## config.mk

```make
export PLATFORM = sky130hd
export DESIGN_NAME = addsub_pipe
export DESIGN_NICKNAME = d
export VERILOG_FILES = /design/src/rtl/addsub_pkg.sv /design/src/rtl/addsub_slice.sv /design/src/rtl/addsub_pipe.sv
export SDC_FILE = /design/constraint.sdc
export NUM_CORES = 1
export LEC_CHECK = 0
export ABC_CLOCK_PERIOD_IN_PS = 3300
export CELL_PAD_IN_SITES_DETAIL_PLACEMENT = 1
export CELL_PAD_IN_SITES_GLOBAL_PLACEMENT = 2
export CORE_AREA = 2 2 68 70
export CTS_CLUSTER_SIZE = 28
export DETAILED_ROUTE_END_ITERATION = 10
export DIE_AREA = 0 0 70 72
export GPL_TIMING_DRIVEN = 0
export PLACE_DENSITY_LB_ADDON = 0.08
export SYNTH_ARGS = -nofsm -noshare
export SYNTH_HDL_FRONTEND = slang
export SYNTH_HIERARCHICAL = 1
export SYNTH_SLANG_ARGS = --single-unit
```

## constraint.sdc

```tcl
create_clock -name clk -period 3.3 [get_ports clk]
set_input_delay 0.33 -clock clk [delete_from_list [all_inputs] [get_ports clk]]
set_output_delay 0.33 -clock clk [all_outputs]
set_load 0.02 [all_outputs]
```

## src/rtl/addsub_pkg.sv

```systemverilog
// Shared constants, result-flag record and slice-width helper for the pipelined adder/subtractor.
package addsub_pkg;

  localparam int unsigned DEF_WIDTH   = 8;
  localparam int unsigned DEF_STAGES  = 2;
  localparam int unsigned DEF_SLICE_W = DEF_WIDTH / DEF_STAGES;

  typedef struct packed {
    logic cout;
    logic ovf;
    logic zero;
  } flags_t;

  function automatic int unsigned slice_w(input int unsigned w, input int unsigned s);
    return w / s;
  endfunction

endpackage

```

## src/rtl/addsub_slice.sv

```systemverilog
// SW-bit ripple-carry slice with carry-in, carry-out and the carry into its top bit.
module addsub_slice
  import addsub_pkg::*;
#(
  parameter int unsigned SW = DEF_SLICE_W
) (
  input  logic [SW-1:0] a,
  input  logic [SW-1:0] b,
  input  logic          cin,
  output logic [SW-1:0] s,
  output logic          cout,
  output logic          cmsb
);

  logic [SW:0] c;

  always_comb begin
    c    = '0;
    s    = '0;
    c[0] = cin;
    for (int i = 0; i < int'(SW); i++) begin
      s[i]   = a[i] ^ b[i] ^ c[i];
      c[i+1] = (a[i] & b[i]) | (c[i] & (a[i] ^ b[i]));
    end
  end

  assign cout = c[SW];
  assign cmsb = c[SW-1];

endmodule

```

## src/rtl/addsub_pipe.sv

```systemverilog
// Pipelined add/sub: one SW-bit slice per stage, carry registered between stages,
// operand and result bits skewed so a whole result leaves together with valid/ready flow.
module addsub_pipe
  import addsub_pkg::*;
#(
  parameter int unsigned WIDTH  = DEF_WIDTH,
  parameter int unsigned STAGES = DEF_STAGES
) (
  input  logic             clk,
  input  logic             rst,
  input  logic             in_valid,
  output logic             in_ready,
  input  logic [WIDTH-1:0] a,
  input  logic [WIDTH-1:0] b,
  input  logic             sub,
  output logic             out_valid,
  input  logic             out_ready,
  output logic [WIDTH-1:0] sum,
  output logic             cout,
  output logic             ovf,
  output logic             zero
);

  localparam int unsigned SW = slice_w(WIDTH, STAGES);

  if (WIDTH < 2 || STAGES < 1 || (WIDTH % STAGES) != 0) begin : g_bad_params
    $error("addsub_pipe: WIDTH must be >= 2 and divisible by STAGES >= 1");
  end

  logic             adv;
  logic [WIDTH-1:0] bx;

  logic             v_q [STAGES];
  logic [WIDTH-1:0] a_q [STAGES];
  logic [WIDTH-1:0] b_q [STAGES];
  logic [WIDTH-1:0] s_q [STAGES];
  logic             c_q [STAGES];

  logic [SW-1:0]    sl_a  [STAGES];
  logic [SW-1:0]    sl_b  [STAGES];
  logic [SW-1:0]    sl_s  [STAGES];
  logic             sl_ci [STAGES];
  logic             sl_co [STAGES];
  logic             sl_cm [STAGES];

  logic [WIDTH-1:0] s_nx [STAGES];
  flags_t           fl_nx;
  flags_t           fl_q;

  // Subtraction is a + ~b + 1: invert b up front, carry-in of slice 0 is sub.
  assign bx  = b ^ {WIDTH{sub}};
  assign adv = out_ready | ~v_q[STAGES-1];

  for (genvar k = 0; k < int'(STAGES); k++) begin : g_slice
    addsub_slice #(.SW(SW)) u_slice (
      .a    (sl_a[k]),
      .b    (sl_b[k]),
      .cin  (sl_ci[k]),
      .s    (sl_s[k]),
      .cout (sl_co[k]),
      .cmsb (sl_cm[k])
    );
  end

  // Slice k takes its operand bits from the skew registers of stage k-1.
  always_comb begin
    sl_a[0]  = a[SW-1:0];
    sl_b[0]  = bx[SW-1:0];
    sl_ci[0] = sub;
    for (int k = 1; k < int'(STAGES); k++) begin
      sl_a[k]  = a_q[k-1][k*SW +: SW];
      sl_b[k]  = b_q[k-1][k*SW +: SW];
      sl_ci[k] = c_q[k-1];
    end
  end

  always_comb begin
    s_nx[0]        = '0;
    s_nx[0][SW-1:0] = sl_s[0];
    for (int k = 1; k < int'(STAGES); k++) begin
      s_nx[k]              = s_q[k-1];
      s_nx[k][k*SW +: SW]  = sl_s[k];
    end
    fl_nx.cout = sl_co[STAGES-1];
    fl_nx.ovf  = sl_co[STAGES-1] ^ sl_cm[STAGES-1];
    fl_nx.zero = (s_nx[STAGES-1] == '0);
  end

  // Whole pipeline moves together on adv; bubbles travel as invalid stages.
  always_ff @(posedge clk) begin
    if (rst) begin
      for (int k = 0; k < int'(STAGES); k++) begin
        v_q[k] <= 1'b0;
        a_q[k] <= '0;
        b_q[k] <= '0;
        s_q[k] <= '0;
        c_q[k] <= 1'b0;
      end
      fl_q <= '0;
    end else if (adv) begin
      v_q[0] <= in_valid;
      a_q[0] <= a;
      b_q[0] <= bx;
      s_q[0] <= s_nx[0];
      c_q[0] <= sl_co[0];
      for (int k = 1; k < int'(STAGES); k++) begin
        v_q[k] <= v_q[k-1];
        a_q[k] <= a_q[k-1];
        b_q[k] <= b_q[k-1];
        s_q[k] <= s_nx[k];
        c_q[k] <= sl_co[k];
      end
      fl_q <= fl_nx;
    end
  end

  assign in_ready  = adv;
  assign out_valid = v_q[STAGES-1];
  assign sum       = s_q[STAGES-1];
  assign cout      = fl_q.cout;
  assign ovf       = fl_q.ovf;
  assign zero      = fl_q.zero;

endmodule

```

Word level (Yosys, flattened, before mapping)

Memories as Yosys holds them, arrays and structs flattened.
Cells that the tools add are included.

Register bits after elaboration: 3
Memory bits (writable): 52
Input port bits: 21
Word-level logic and storage cells: 78
Memories kept: 5

Memories:

| memory | words | width | read ports | clocked after memory_dff | wr ports | RTL line          | source |
|---|---|---|---|---|---|---|---|
| a_q    | 2     | 8     | 1          | 0                        | 2        | addsub_pipe.sv:34 | `logic [WIDTH-1:0] a_q [STAGES];` |
| b_q    | 2     | 8     | 1          | 0                        | 2        | addsub_pipe.sv:35 | `logic [WIDTH-1:0] b_q [STAGES];` |
| s_q    | 2     | 8     | 2          | 0                        | 2        | addsub_pipe.sv:36 | `logic [WIDTH-1:0] s_q [STAGES];` |
| c_q    | 2     | 1     | 1          | 0                        | 2        | addsub_pipe.sv:37 | `logic c_q [STAGES];` |
| v_q    | 2     | 1     | 2          | 0                        | 2        | addsub_pipe.sv:33 | `logic v_q [STAGES];` |

Mux-type cells: 15
Bitwise gates (word level): 54
Reductions and logical operators: 1

Operators by type and width:

| kind              | number |
|---|---|
| 8-bit two-way mux | 6 |
| 1-bit OR          | 19 |
| 1-bit bitwise XOR | 17 |
| 1-bit bitwise AND | 16 |
| 1-bit two-way mux | 9 |
| 8-bit logical NOT | 1 |
| 8-bit bitwise XOR | 1 |
| 1-bit inverter    | 1 |

Longest topological paths before layout

Gate-level depths: netlist of the first run.

Word-level depth: 11
Mapped depth: 9
Gate-level depth less buffers: 9

Cells and area by module

The synthesis of the first run kept the hierarchy.

Modules (own cells, without submodules):

| module       | instances | cells an instance | area each (µm²) |
|---|---|---|---|
| addsub_pipe  | 1         | 74                | 1077.3 |
| addsub_slice | 2         | 12                | 110.1 |

Worst setup path before layout of the first run

No wires, ideal clock.

Path kind: input-to-reg
From: input sub
To: memory s_q[0][3] in the netlist's numbering, data pin
Setup time: 0.255 ns
Arrival time: 2.265 ns
Data required time: 3.045 ns
Path slack: 0.780 ns
Stages on the path: 9
Cell sequence: buf_2 > xor2_1 > fa_1 > inv_1 > fa_1 > fa_1 > inv_1 > fa_1 > and2_1

RTL lines:

| element         | RTL line          | source |
|---|---|---|
| start, declared | addsub_pipe.sv:15 | `input logic sub,` |
| end, declared   | addsub_pipe.sv:36 |  |

==> results of run 1 <==
==> registers in the layout, indices dropped and copies added, names as in the netlist <==
register and cells:
cout 1, c_q 1, ovf 1, a_q 4, b_q 4, s_q 12
v_q 2, zero 1
==> worst register-to-register path, stage by stage (launching register included) <==
cell and delay [ns]:
sky130_fd_sc_hd__edfxtp_1 0.37, sky130_fd_sc_hd__fa_1 0.17, sky130_fd_sc_hd__inv_1 0.05, sky130_fd_sc_hd__fa_1 0.38, sky130_fd_sc_hd__fa_1 0.37, sky130_fd_sc_hd__inv_1 0.11, sky130_fd_sc_hd__fa_1 0.44, sky130_fd_sc_hd__nor4_1 0.23
sky130_fd_sc_hd__nand2_1 0.12, sky130_fd_sc_hd__o22ai_1 0.17
==> worst max path at each step <==
| stage | slack, ns | from | end | depth (start not counted) |
|---|---|---|---|---|
| finish | 0.43 | sub | s_q[0][3] | 10 |
| global placement | 0.17 | sub | s_q[0][3] | 10 |
| detailed placement | 0.11 | sub | s_q[0][3] | 10 |
| floorplan | 0.78 | sub | s_q[0][3] | 9 |
| global route | 0.29 | sub | s_q[0][3] | 10 |
| CTS | 0.41 | sub | s_q[0][3] | 10 |
==> stage by stage <==
stage / total power [mW] / hold slack (ns) / utilization [%] / setup slack [ns]
2_1_floorplan: 0.520 / 0.402 / - / 0.780
3_3_place_gp: 0.598 / 0.482 / 39.7 / 0.166
3_5_place_dp: 0.604 / 0.485 / 39.7 / 0.113
4_1_cts: 0.809 / 0.504 / 41.0 / 0.407
5_1_grt: 0.840 / 0.534 / 41.0 / 0.291
6_report: 0.792 / 0.497 / 41.0 / 0.427
==> cell families (layout without fill, tap and decap cells) <==
logic type / Yosys count / count (layout) / share of synthesized area, %
DFF: 26 / 26 / 57.9
AOI/OAI and AO/OA: 2 / 2 / 1.06
buffers and inverters: 19 / 56 / 6.75
adders and majority gates: 8 / 8 / 12.3
and+or+nand+nor: 33 / 33 / 15.1
xor gates and xnor gates: 9 / 9 / 6.07
muxes: 1 / 1 / 0.771
==> synthesized netlist by cell type (all sizes together) <==
master   n
and2    19
xnor2    5
nand2b   3
dfxtp    3
nor2b    1
mux2i    1
nand2    1
nor2     6
fa       8
edfxtp  23
inv     16
or2      1
xor2     4
nor4     2
o22ai    1
a211oi   1
buf      3
==> cell type report <==
cell class	count	area (um^2)	area share (%)
repair buffers	33	330	18.9
flip-flops and latches	26	751	42.9
well taps	52	65.1	3.72
multi-input cells	53	459	26.3
clock buffers	4	55.1	3.15
inverters	16	60.1	3.44
plain buffers	3	27.5	1.57
==> layer usage <==
layer | part of all wire, % | track usage, % | wire, um
met3 | 5.9 | 1.39 | 123
met1 | 44 | 10.3 | 928
met4 | 2.0 | 6.41 | 42
met2 | 48 | 16.1 | 1010
met5 | 0 | 0 | 0
==> power groups by stage <==
stage	registers, mW	clock network [mW]	logic, mW
after floorplan	0.443	0	0.0771
after global placement	0.420	0	0.178
after detailed placement	0.423	0	0.181
after CTS	0.415	0.212	0.181
after global routing	0.419	0.225	0.196
final	0.415	0.202	0.176
==> flow_metrics.py, run 1 <==
metrics = {
    "sta": {
        "finalHoldViolCount": 0,
        "clock-skew-final_ns": 0.00557,
        "relSlewSlack_pct": 64.9,
        "final_min_period_over_clock_period_pct": 87.1,
        "layout_min_cycle_time_ns": 2.87,
        "maxClockFrequency_mhz": 348,
        "unrepaired_setup_endpoints_after_global_routing": "no",
        "timing.final.max_slew_violations": 0,
        "worstMarginPinSlew_ns": 0.527,
        "setup_viol": 0,
        "fin_setup_tns_ns": 0,
    },
    "power_and_ir_drop": {
        "switching_fraction_of_total_power_pct": 24.1,
        "combinationalPowerShare_pct": 22.2,
        "static_leakage_nw": 0.720,
        "p_clk_share_pct": 25.5,
        "ir_drop_uv": 131,
        "power_frac_seq_pct": 52.3,
        "cellInternalPower_mw": 0.601,
        "cellPowerDensity_nw_per_um2": 453,
        "p_switching_mw": 0.191,
    },
    "worst_hold_path": {
        "hold_path_end": "zero",
        "hp-class": "flip-flop to flip-flop",
        "whs_path_depth": 2,
        "hold_path_startpoint": "zero",
    },
    "place": {
        "dp.cells": 183,
        "port_buffers": 33,
        "dp_hpwl_um": 1700,
        "globalplace.congestion": 0.717,
        "detailed_place.area_um2": 1690,
    },
    "synthesis": {
        "yosysSeqAreaShare_pct": 57.9,
        "netlist-cell-type-count": 18,
        "synth_top_area_share_pct": 53.2,
        "postSynthCellCount": 98,
        "synthesis_stage_register_bit_count": 26,
        "synthesis.nets": 127,
        "synth.avg_cell_area_um2": 13.2,
        "yosysWarnings": 6,
        "synth_top_cell_by_area": "sky130_fd_sc_hd__edfxtp_1",
        "synthesized_area_um2": 1300,
        "largest_cells_by_area_after_synthesis": "sky130_fd_sc_hd__edfxtp_1 (53%), sky130_fd_sc_hd__fa_1 (12%), sky130_fd_sc_hd__and2_1 (9.2%)",
    },
    "setup_path": {
        "worstPathRequired_ns": 3.32,
        "critical_path.slowest_cell": "sky130_fd_sc_hd__clkdlybuf4s50_1",
        "worstReg2RegEnd": "zero",
        "cpMostUsedCell": "sky130_fd_sc_hd__fa_1",
        "critical_path.endpoint_type": "flip-flop",
        "worst-r2r-cell-count": 9,
        "timing.critical_path.from_type": "input port",
        "rrSetupSlack_ns": 0.83,
        "timing.critical_path.cells": "clkdlybuf4s50_1 > buf_2 > xor2_1 > fa_1 > inv_1 > fa_1 > fa_1 > inv_1 > fa_1 > and2_1",
        "critPathMaxFanout": 8,
        "r2r_start": "b_q[0][4]",
        "critical_path_buf_inv_count": 4,
        "worst_path_dominant_cell_family": "adder cells",
        "worst-setup-path-type": "input port to flip-flop",
        "critical_path_arrival_ns": 2.90,
        "slowest_delay_ns": 0.49,
    },
    "status": {
        "outcome": "finished clean",
    },
    "clock_network": {
        "cts.hold.buffers_added": 0,
        "cts_htree_levels": 1,
        "path_clk_slew_ns": 0.09,
        "tritoncts": "built",
        "postCtsSetupRepairBufs": 0,
        "post_cts_resize_count": 0,
        "cts-root-buf": "sky130_fd_sc_hd__clkbuf_8",
        "cts_buffers": 3,
        "clock_sink_count": 26,
        "clkLatencyLatePin_ns": 0.27,
        "ctsLongestPathBuffers": 2,
    },
    "route": {
        "number_of_optimization_iterations_in_the_first_detailed_route_pass": 4,
        "via_per_inst": 3.99,
        "drt-initial-drc-count": 35,
        "route.final.wire_length_um": 2100,
        "routed-via-count": 746,
        "ant_nets": 0,
        "wl_per_cell_um": 11.2,
        "drc": 0,
    },
    "final_layout": {
        "layout_commonest_cell": "sky130_fd_sc_hd__clkdlybuf4s50_1",
        "antenna_cells": 0,
        "finalInstanceArea_um2": 1750,
        "layout-area-overhead-vs-synth_pct": 34.7,
        "final_cell_count_no_fill": 187,
        "final.fill_count": 458,
        "most_frequent_cells_in_the_layout": "sky130_fd_sc_hd__clkdlybuf4s50_1 (33), sky130_fd_sc_hd__edfxtp_1 (23), sky130_fd_sc_hd__and2_1 (19)",
        "fin_nets": 165,
        "drive_above_1_share_pct": 6.67,
    },
    "global_routing": {
        "grt_max_degree": 24,
        "aggregate_global_route_resource_usage_pct": 9.17,
        "grt_first_pass_wirelength_um": 3500,
        "first_global_vias": 822,
        "number_of_antenna_violations_at_the_first_check_in_global_routing": 0,
        "overflow": 0,
    },
    "flow_run": {
        "max_cap_violations": 0,
    },
    "die": {
        "die_outline_area_um2": 5040,
        "num_rows": 24,
        "coreArea_um2": 4260,
        "io_pins": 34,
        "die_h_um": 72,
        "die_w_um": 70,
        "initial_util_pct": 30.4,
    },
}
(Power assumes the default switching activity.)
==> run 2: changes to the inputs <==
Settings changed: ABC_CLOCK_PERIOD_IN_PS 3300 to 2400, CORE_AREA 2 2 68 70 to 2 2 64 66, DIE_AREA 0 0 70 72 to 0 0 66 68, DONT_BUFFER_PORTS from default to 1.
Clock period 3.3 ns to 2.4 ns, I/O delays scaled along.
==> run 2 against run 1 <==
  * Core utilization decreased by 3.9 points
  * Global-route usage decreased by 0.38 points
  * Hold slack got worse by 0.46 ns
==> flow_metrics.py, run 2 (same netlist as run 1, synthesis figures left out) <==
metrics = {
    "place": {
        "globalplace.congestion": 0.683,
        "port_buffers": 0,
        "placement.setup.worst_slack_ns": -0.100,
        "dp.cells": 148,
        "detailed_place.area_um2": 1360,
    },
    "sta": {
        "finalHoldViolCount": 0,
        "setup_viol": 0,
        "worstMarginPinSlew_ns": 0.517,
        "maxClockFrequency_mhz": 430,
        "fin_setup_tns_ns": 0,
        "relSlewSlack_pct": 65.5,
        "final_min_period_over_clock_period_pct": 96.9,
        "timing.final.max_slew_violations": 0,
        "unrepaired_setup_endpoints_after_global_routing": "yes",
        "final.setup.worst_slack_ns": 0.0754,
        "layout_min_cycle_time_ns": 2.32,
        "clock-skew-final_ns": 0.00191,
    },
    "final_layout": {
        "largest_reg_flops": 12,
        "final.fill_count": 446,
        "antenna_cells": 0,
        "drive_above_1_share_pct": 14.6,
        "finalInstanceArea_um2": 1430,
        "fin_nets": 133,
        "top_regs": "s_q x12, a_q x4, b_q x4",
        "final_cell_count_no_fill": 153,
        "layout_commonest_cell": "sky130_fd_sc_hd__edfxtp_1",
        "finish.utilization_pct": 37.1,
        "registers.top_by_ff_count": "s_q",
        "layout-area-overhead-vs-synth_pct": 10.1,
        "most_frequent_cells_in_the_layout": "sky130_fd_sc_hd__edfxtp_1 (23), sky130_fd_sc_hd__and2_1 (19), sky130_fd_sc_hd__inv_1 (14)",
    },
    "route": {
        "via_per_inst": 4.13,
        "drt-initial-drc-count": 12,
        "routed-via-count": 632,
        "wl_per_cell_um": 11.9,
        "ant_nets": 0,
        "route.final.wire_length_um": 1820,
        "number_of_optimization_iterations_in_the_first_detailed_route_pass": 4,
        "drc": 0,
    },
    "die": {
        "num_rows": 23,
        "io_pins": 34,
        "die_outline_area_um2": 4490,
        "coreArea_um2": 3860,
        "die_w_um": 66,
        "initial_util_pct": 33.6,
        "die_h_um": 68,
    },
    "setup_path": {
        "slowest_delay_ns": 0.44,
        "timing.critical_path.cells": "fa_2 > inv_2 > fa_2 > fa_2 > inv_2 > fa_1 > nor4_2 > nand2_1 > o22ai_1",
        "cpMostUsedCell": "sky130_fd_sc_hd__fa_2",
        "worst-setup-path-type": "flip-flop to flip-flop",
        "timing.critical_path.from_type": "flip-flop",
        "critPathMaxFanout": 2,
        "critical_path_buf_inv_count": 2,
        "critical_path_arrival_ns": 2.51,
        "worstPathRequired_ns": 2.59,
        "critical_path.slowest_cell": "sky130_fd_sc_hd__fa_1",
        "critical_path.endpoint_type": "flip-flop",
        "worst_path_dominant_cell_family": "adder cells",
    },
    "global_routing": {
        "aggregate_global_route_resource_usage_pct": 8.79,
        "overflow": 0,
        "grt_max_degree": 24,
        "grt_first_pass_wirelength_um": 2910,
        "number_of_antenna_violations_at_the_first_check_in_global_routing": 0,
        "first_global_vias": 652,
    },
    "clock_network": {
        "tritoncts": "built",
        "cts_htree_levels": 1,
        "clock_sink_count": 26,
        "clkLatencyLatePin_ns": 0.26,
        "ctsLongestPathBuffers": 2,
        "cts-root-buf": "sky130_fd_sc_hd__clkbuf_8",
        "cts_buffers": 3,
        "path_clk_slew_ns": 0.08,
    },
    "power_and_ir_drop": {
        "p_switching_mw": 0.244,
        "power_frac_seq_pct": 61.3,
        "static_leakage_nw": 0.592,
        "ir_drop_uv": 189,
        "switching_fraction_of_total_power_pct": 24.8,
        "cellPowerDensity_nw_per_um2": 689,
        "combinationalPowerShare_pct": 14.4,
        "p_clk_share_pct": 24.3,
        "cellInternalPower_mw": 0.741,
    },
    "worst_hold_path": {
        "hp-class": "input port to flip-flop",
    },
    "flow_run": {
        "max_cap_violations": 0,
    },
    "status": {
        "outcome": "finished clean",
    },
}
[run 2: final timing paths]
check | start | end | slack (ns) | cells past startpoint
setup reg to reg | a_q[0][4] | zero | 0.08 | 9
setup / recovery | a_q[0][4] | zero | 0.08 | 9
hold reg to reg | v_q[0][0] | v_q[0][1] | 0.53 | 1
hold / removal | rst | ovf | 0.04 | 1
[run 2: power groups by stage]
stage,logic (mW),registers (mW),clock network (mW)
after floorplan,0.107,0.609,0
after detailed placement,0.136,0.615,0
after CTS,0.137,0.604,0.256
after global placement,0.133,0.614,0
final,0.142,0.603,0.240
after global routing,0.168,0.610,0.266
[run 2: worst register-to-register path, delay by kind of cell (launching register included)]
kind | cells | cell delay, ns
and+or+nand+nor | 2 | 0.30
buffers and inverters | 2 | 0.11
DFF | 1 | 0.37
adders and majority gates | 4 | 1.32
AOI/OAI and AO/OA | 1 | 0.16
[run 2: cell type report]
class,count,area [um^2],share of cell area [%]
Sequential cell,26,751,52.5
Multi-Input combinational cell,53,473,33.1
Tap cell,50,62.6,4.38
Inverter,16,60.1,4.20
Clock buffer,4,45.0,3.15
Buffer,3,30.0,2.10
Timing Repair Buffer,1,7.51,0.525
[run 2: metrics by stage]
stage	hold WS, ns	total power [mW]
after CTS	0.0291	0.998
after floorplan	0.312	0.716
final	0.0381	0.985
after global routing	0.0285	1.04
after global placement	0.316	0.747
after detailed placement	0.316	0.751
[run 2: repair_timing]
item,4_1_cts,5_1_grt
hold buffers,0,0
pin swaps,1,2
resized for setup,1,5
buffers inserted,0,1
setup endpoints to repair,1,1
[run 2: layer usage]
| metal | share of wire (%) | vias to the layer above | GRT usage (%) |
|---|---|---|---|
| li1 | - | 321 | - |
| met1 | 47 | 284 | 10.2 |
| met2 | 45 | 25 | 14.8 |
| met3 | 6.3 | 2 | 2.14 |
| met4 | 1.8 | 0 | 5.36 |
| met5 | 0 | - | 0 |
==> run 3: changes to the inputs <==
Settings changed: CAP_MARGIN from default to 20, CTS_BUF_LIST from default to sky130_fd_sc_hd__clkbuf_4 sky130_fd_sc_hd__clkbuf_8 sky130_fd_sc_hd__clkbuf_16.
==> run 3 against run 2 <==
  * Maximum frequency about the same
  * Setup slack worse by 0.0012 ns
  * Clock-buffer cell count is the same
  * Non-clock buffer count unchanged
  * Critical path depth unchanged
  * Sequential share of layout area is 0.14 points lower
  * Core utilization increased by 0.097 points
  * Hold slack is essentially flat
  * Clock power grew 5%
  * Combinational power about the same
  * Sequential power barely moved
  * Clock skew down 0.00064 ns
  * Critical path type unchanged
==> flow_metrics.py, run 3 (same netlist as run 1, synthesis figures left out) <==
metrics = {
    "status": {
        "outcome": "finished clean",
    },
    "setup_path": {
        "critical_path.endpoint_type": "flip-flop",
        "worstReg2RegEnd": "zero",
        "critical_path_arrival_ns": 2.51,
        "worst-r2r-cell-count": 9,
        "r2r_start": "a_q[0][4]",
        "worst_setup_path_startpoint": "a_q[0][4]",
        "critPathMaxFanout": 2,
        "timing.critical_path.from_type": "flip-flop",
        "worst-setup-path-type": "flip-flop to flip-flop",
        "rrSetupSlack_ns": 0.07,
        "cp-endpoint": "zero",
        "worstPathRequired_ns": 2.59,
    },
    "sta": {
        "relSlewSlack_pct": 65.4,
        "finalHoldViolCount": 0,
        "layout_min_cycle_time_ns": 2.33,
        "maxClockFrequency_mhz": 430,
        "final_min_period_over_clock_period_pct": 96.9,
        "final.setup.worst_slack_ns": 0.0742,
        "setup_viol": 0,
        "unrepaired_setup_endpoints_after_global_routing": "yes",
        "worstMarginPinSlew_ns": 0.518,
        "clock-skew-final_ns": 0.00127,
        "timing.final.max_slew_violations": 0,
    },
    "power_and_ir_drop": {
        "static_leakage_nw": 0.595,
        "switching_fraction_of_total_power_pct": 24.5,
        "p_switching_mw": 0.245,
        "cellInternalPower_mw": 0.753,
        "power_frac_seq_pct": 60.5,
        "p_clk_share_pct": 25.2,
        "cellPowerDensity_nw_per_um2": 696,
        "combinationalPowerShare_pct": 14.2,
        "ir_drop_uv": 190,
    },
    "die": {
        "die_h_um": 68,
        "die_w_um": 66,
        "coreArea_um2": 3860,
        "die_outline_area_um2": 4490,
        "io_pins": 34,
        "initial_util_pct": 33.6,
        "num_rows": 23,
    },
    "route": {
        "drc": 0,
        "routed-via-count": 635,
        "route.final.wire_length_um": 1820,
        "number_of_optimization_iterations_in_the_first_detailed_route_pass": 4,
        "wl_per_cell_um": 11.9,
        "ant_nets": 0,
        "drt-initial-drc-count": 12,
        "via_per_inst": 4.15,
    },
    "global_routing": {
        "first_global_vias": 652,
        "grt_max_degree": 24,
        "aggregate_global_route_resource_usage_pct": 8.79,
        "overflow": 0,
        "number_of_antenna_violations_at_the_first_check_in_global_routing": 0,
        "grt_first_pass_wirelength_um": 2910,
    },
    "clock_network": {
        "clkLatencyLatePin_ns": 0.26,
        "clock_sink_count": 26,
        "tritoncts": "built",
        "cts_htree_levels": 1,
        "path_clk_slew_ns": 0.08,
        "cts-root-buf": "sky130_fd_sc_hd__clkbuf_8",
        "cts_buffers": 3,
        "ctsLongestPathBuffers": 2,
    },
    "final_layout": {
        "drive_above_1_share_pct": 15.5,
        "layout-area-overhead-vs-synth_pct": 10.4,
        "antenna_cells": 0,
        "registers.top_by_ff_count": "s_q",
        "finish.utilization_pct": 37.2,
        "final.fill_count": 446,
        "final_cell_count_no_fill": 153,
        "top_regs": "s_q x12, a_q x4, b_q x4",
        "layout_commonest_cell": "sky130_fd_sc_hd__edfxtp_1",
        "most_frequent_cells_in_the_layout": "sky130_fd_sc_hd__edfxtp_1 (23), sky130_fd_sc_hd__and2_1 (19), sky130_fd_sc_hd__inv_1 (14)",
        "largest_reg_flops": 12,
        "fin_nets": 133,
    },
    "place": {
        "dp.cells": 148,
        "placement.setup.worst_slack_ns": -0.100,
        "port_buffers": 0,
        "globalplace.congestion": 0.683,
    },
    "worst_hold_path": {
        "hp-class": "input port to flip-flop",
    },
    "flow_run": {
        "max_cap_violations": 0,
    },
}
[run 3: cell count changes in the layout (fill, tap and decap cells not counted)]
cell	change
sky130_fd_sc_hd__clkbuf_1	-1
sky130_fd_sc_hd__clkbuf_4	+1
[run 3: through the flow]
step / hold WS (ns) / power, mW / cell area [um^2] / TNS, ns
floorplan: 0.312 / 0.716 / 1300 / 0
global route: 0.0285 / 1.06 / 1430 / -0.0452
detailed placement: 0.316 / 0.751 / 1360 / -0.139
global placement: 0.316 / 0.747 / 1360 / -0.0823
finish: 0.0380 / 0.997 / 1430 / 0
CTS: 0.0291 / 1.01 / 1410 / 0
[run 3: final cells by class]
type                       instances  area (um^2)  area share (%)
buffer                             3         30.0            2.10
clock buffer                       4         48.8            3.41
inverter                          16         60.1            4.19
multi-input combinational         53          473            33.0
sequential                        26          751            52.4
tap                               50         62.6            4.37
timing repair buffer               1         7.51           0.524
[run 3: per-layer routing]
layer / vias up / track usage [%] / part of all wire, %
li1: 321 / - / -
met1: 287 / 10.2 / 47
met2: 25 / 14.8 / 45
met3: 2 / 2.14 / 6.3
met4: 0 / 5.36 / 1.8
met5: - / 0 / 0
[run 3: timing repair]
item | CTS | global route
gates resized for setup | 1 | 5
buffers inserted | 0 | 1
endpoints found under the setup margin | 1 | 1
pin swaps | 1 | 2
hold buffers | 0 | 0
[run 3: power groups by stage]
stage	clock network [mW]	logic [mW]	registers, mW
floorplan	0	0.107	0.609
global placement	0	0.133	0.614
detailed placement	0	0.136	0.615
CTS	0.267	0.137	0.604
global route	0.277	0.168	0.610
finish	0.252	0.142	0.604
[run 3: worst min path at each step]
stage	startpoint	endpoint	slack, ns	cells past startpoint
4_1_cts	rst	ovf	0.03	1
3_5_place_dp	rst	ovf	0.32	1
3_3_place_gp	rst	ovf	0.32	1
6_report	rst	ovf	0.04	1
2_1_floorplan	rst	cout	0.31	1
5_1_grt	rst	cout	0.03	1
[run 3: worst max-delay path, stage by stage (launching register included)]
cell and delay, ns:
sky130_fd_sc_hd__edfxtp_1 0.37, sky130_fd_sc_hd__fa_2 0.21, sky130_fd_sc_hd__inv_2 0.04, sky130_fd_sc_hd__fa_2 0.33
sky130_fd_sc_hd__fa_2 0.34, sky130_fd_sc_hd__inv_2 0.07, sky130_fd_sc_hd__fa_1 0.44, sky130_fd_sc_hd__nor4_2 0.22
sky130_fd_sc_hd__nand2_1 0.08, sky130_fd_sc_hd__o22ai_1 0.16
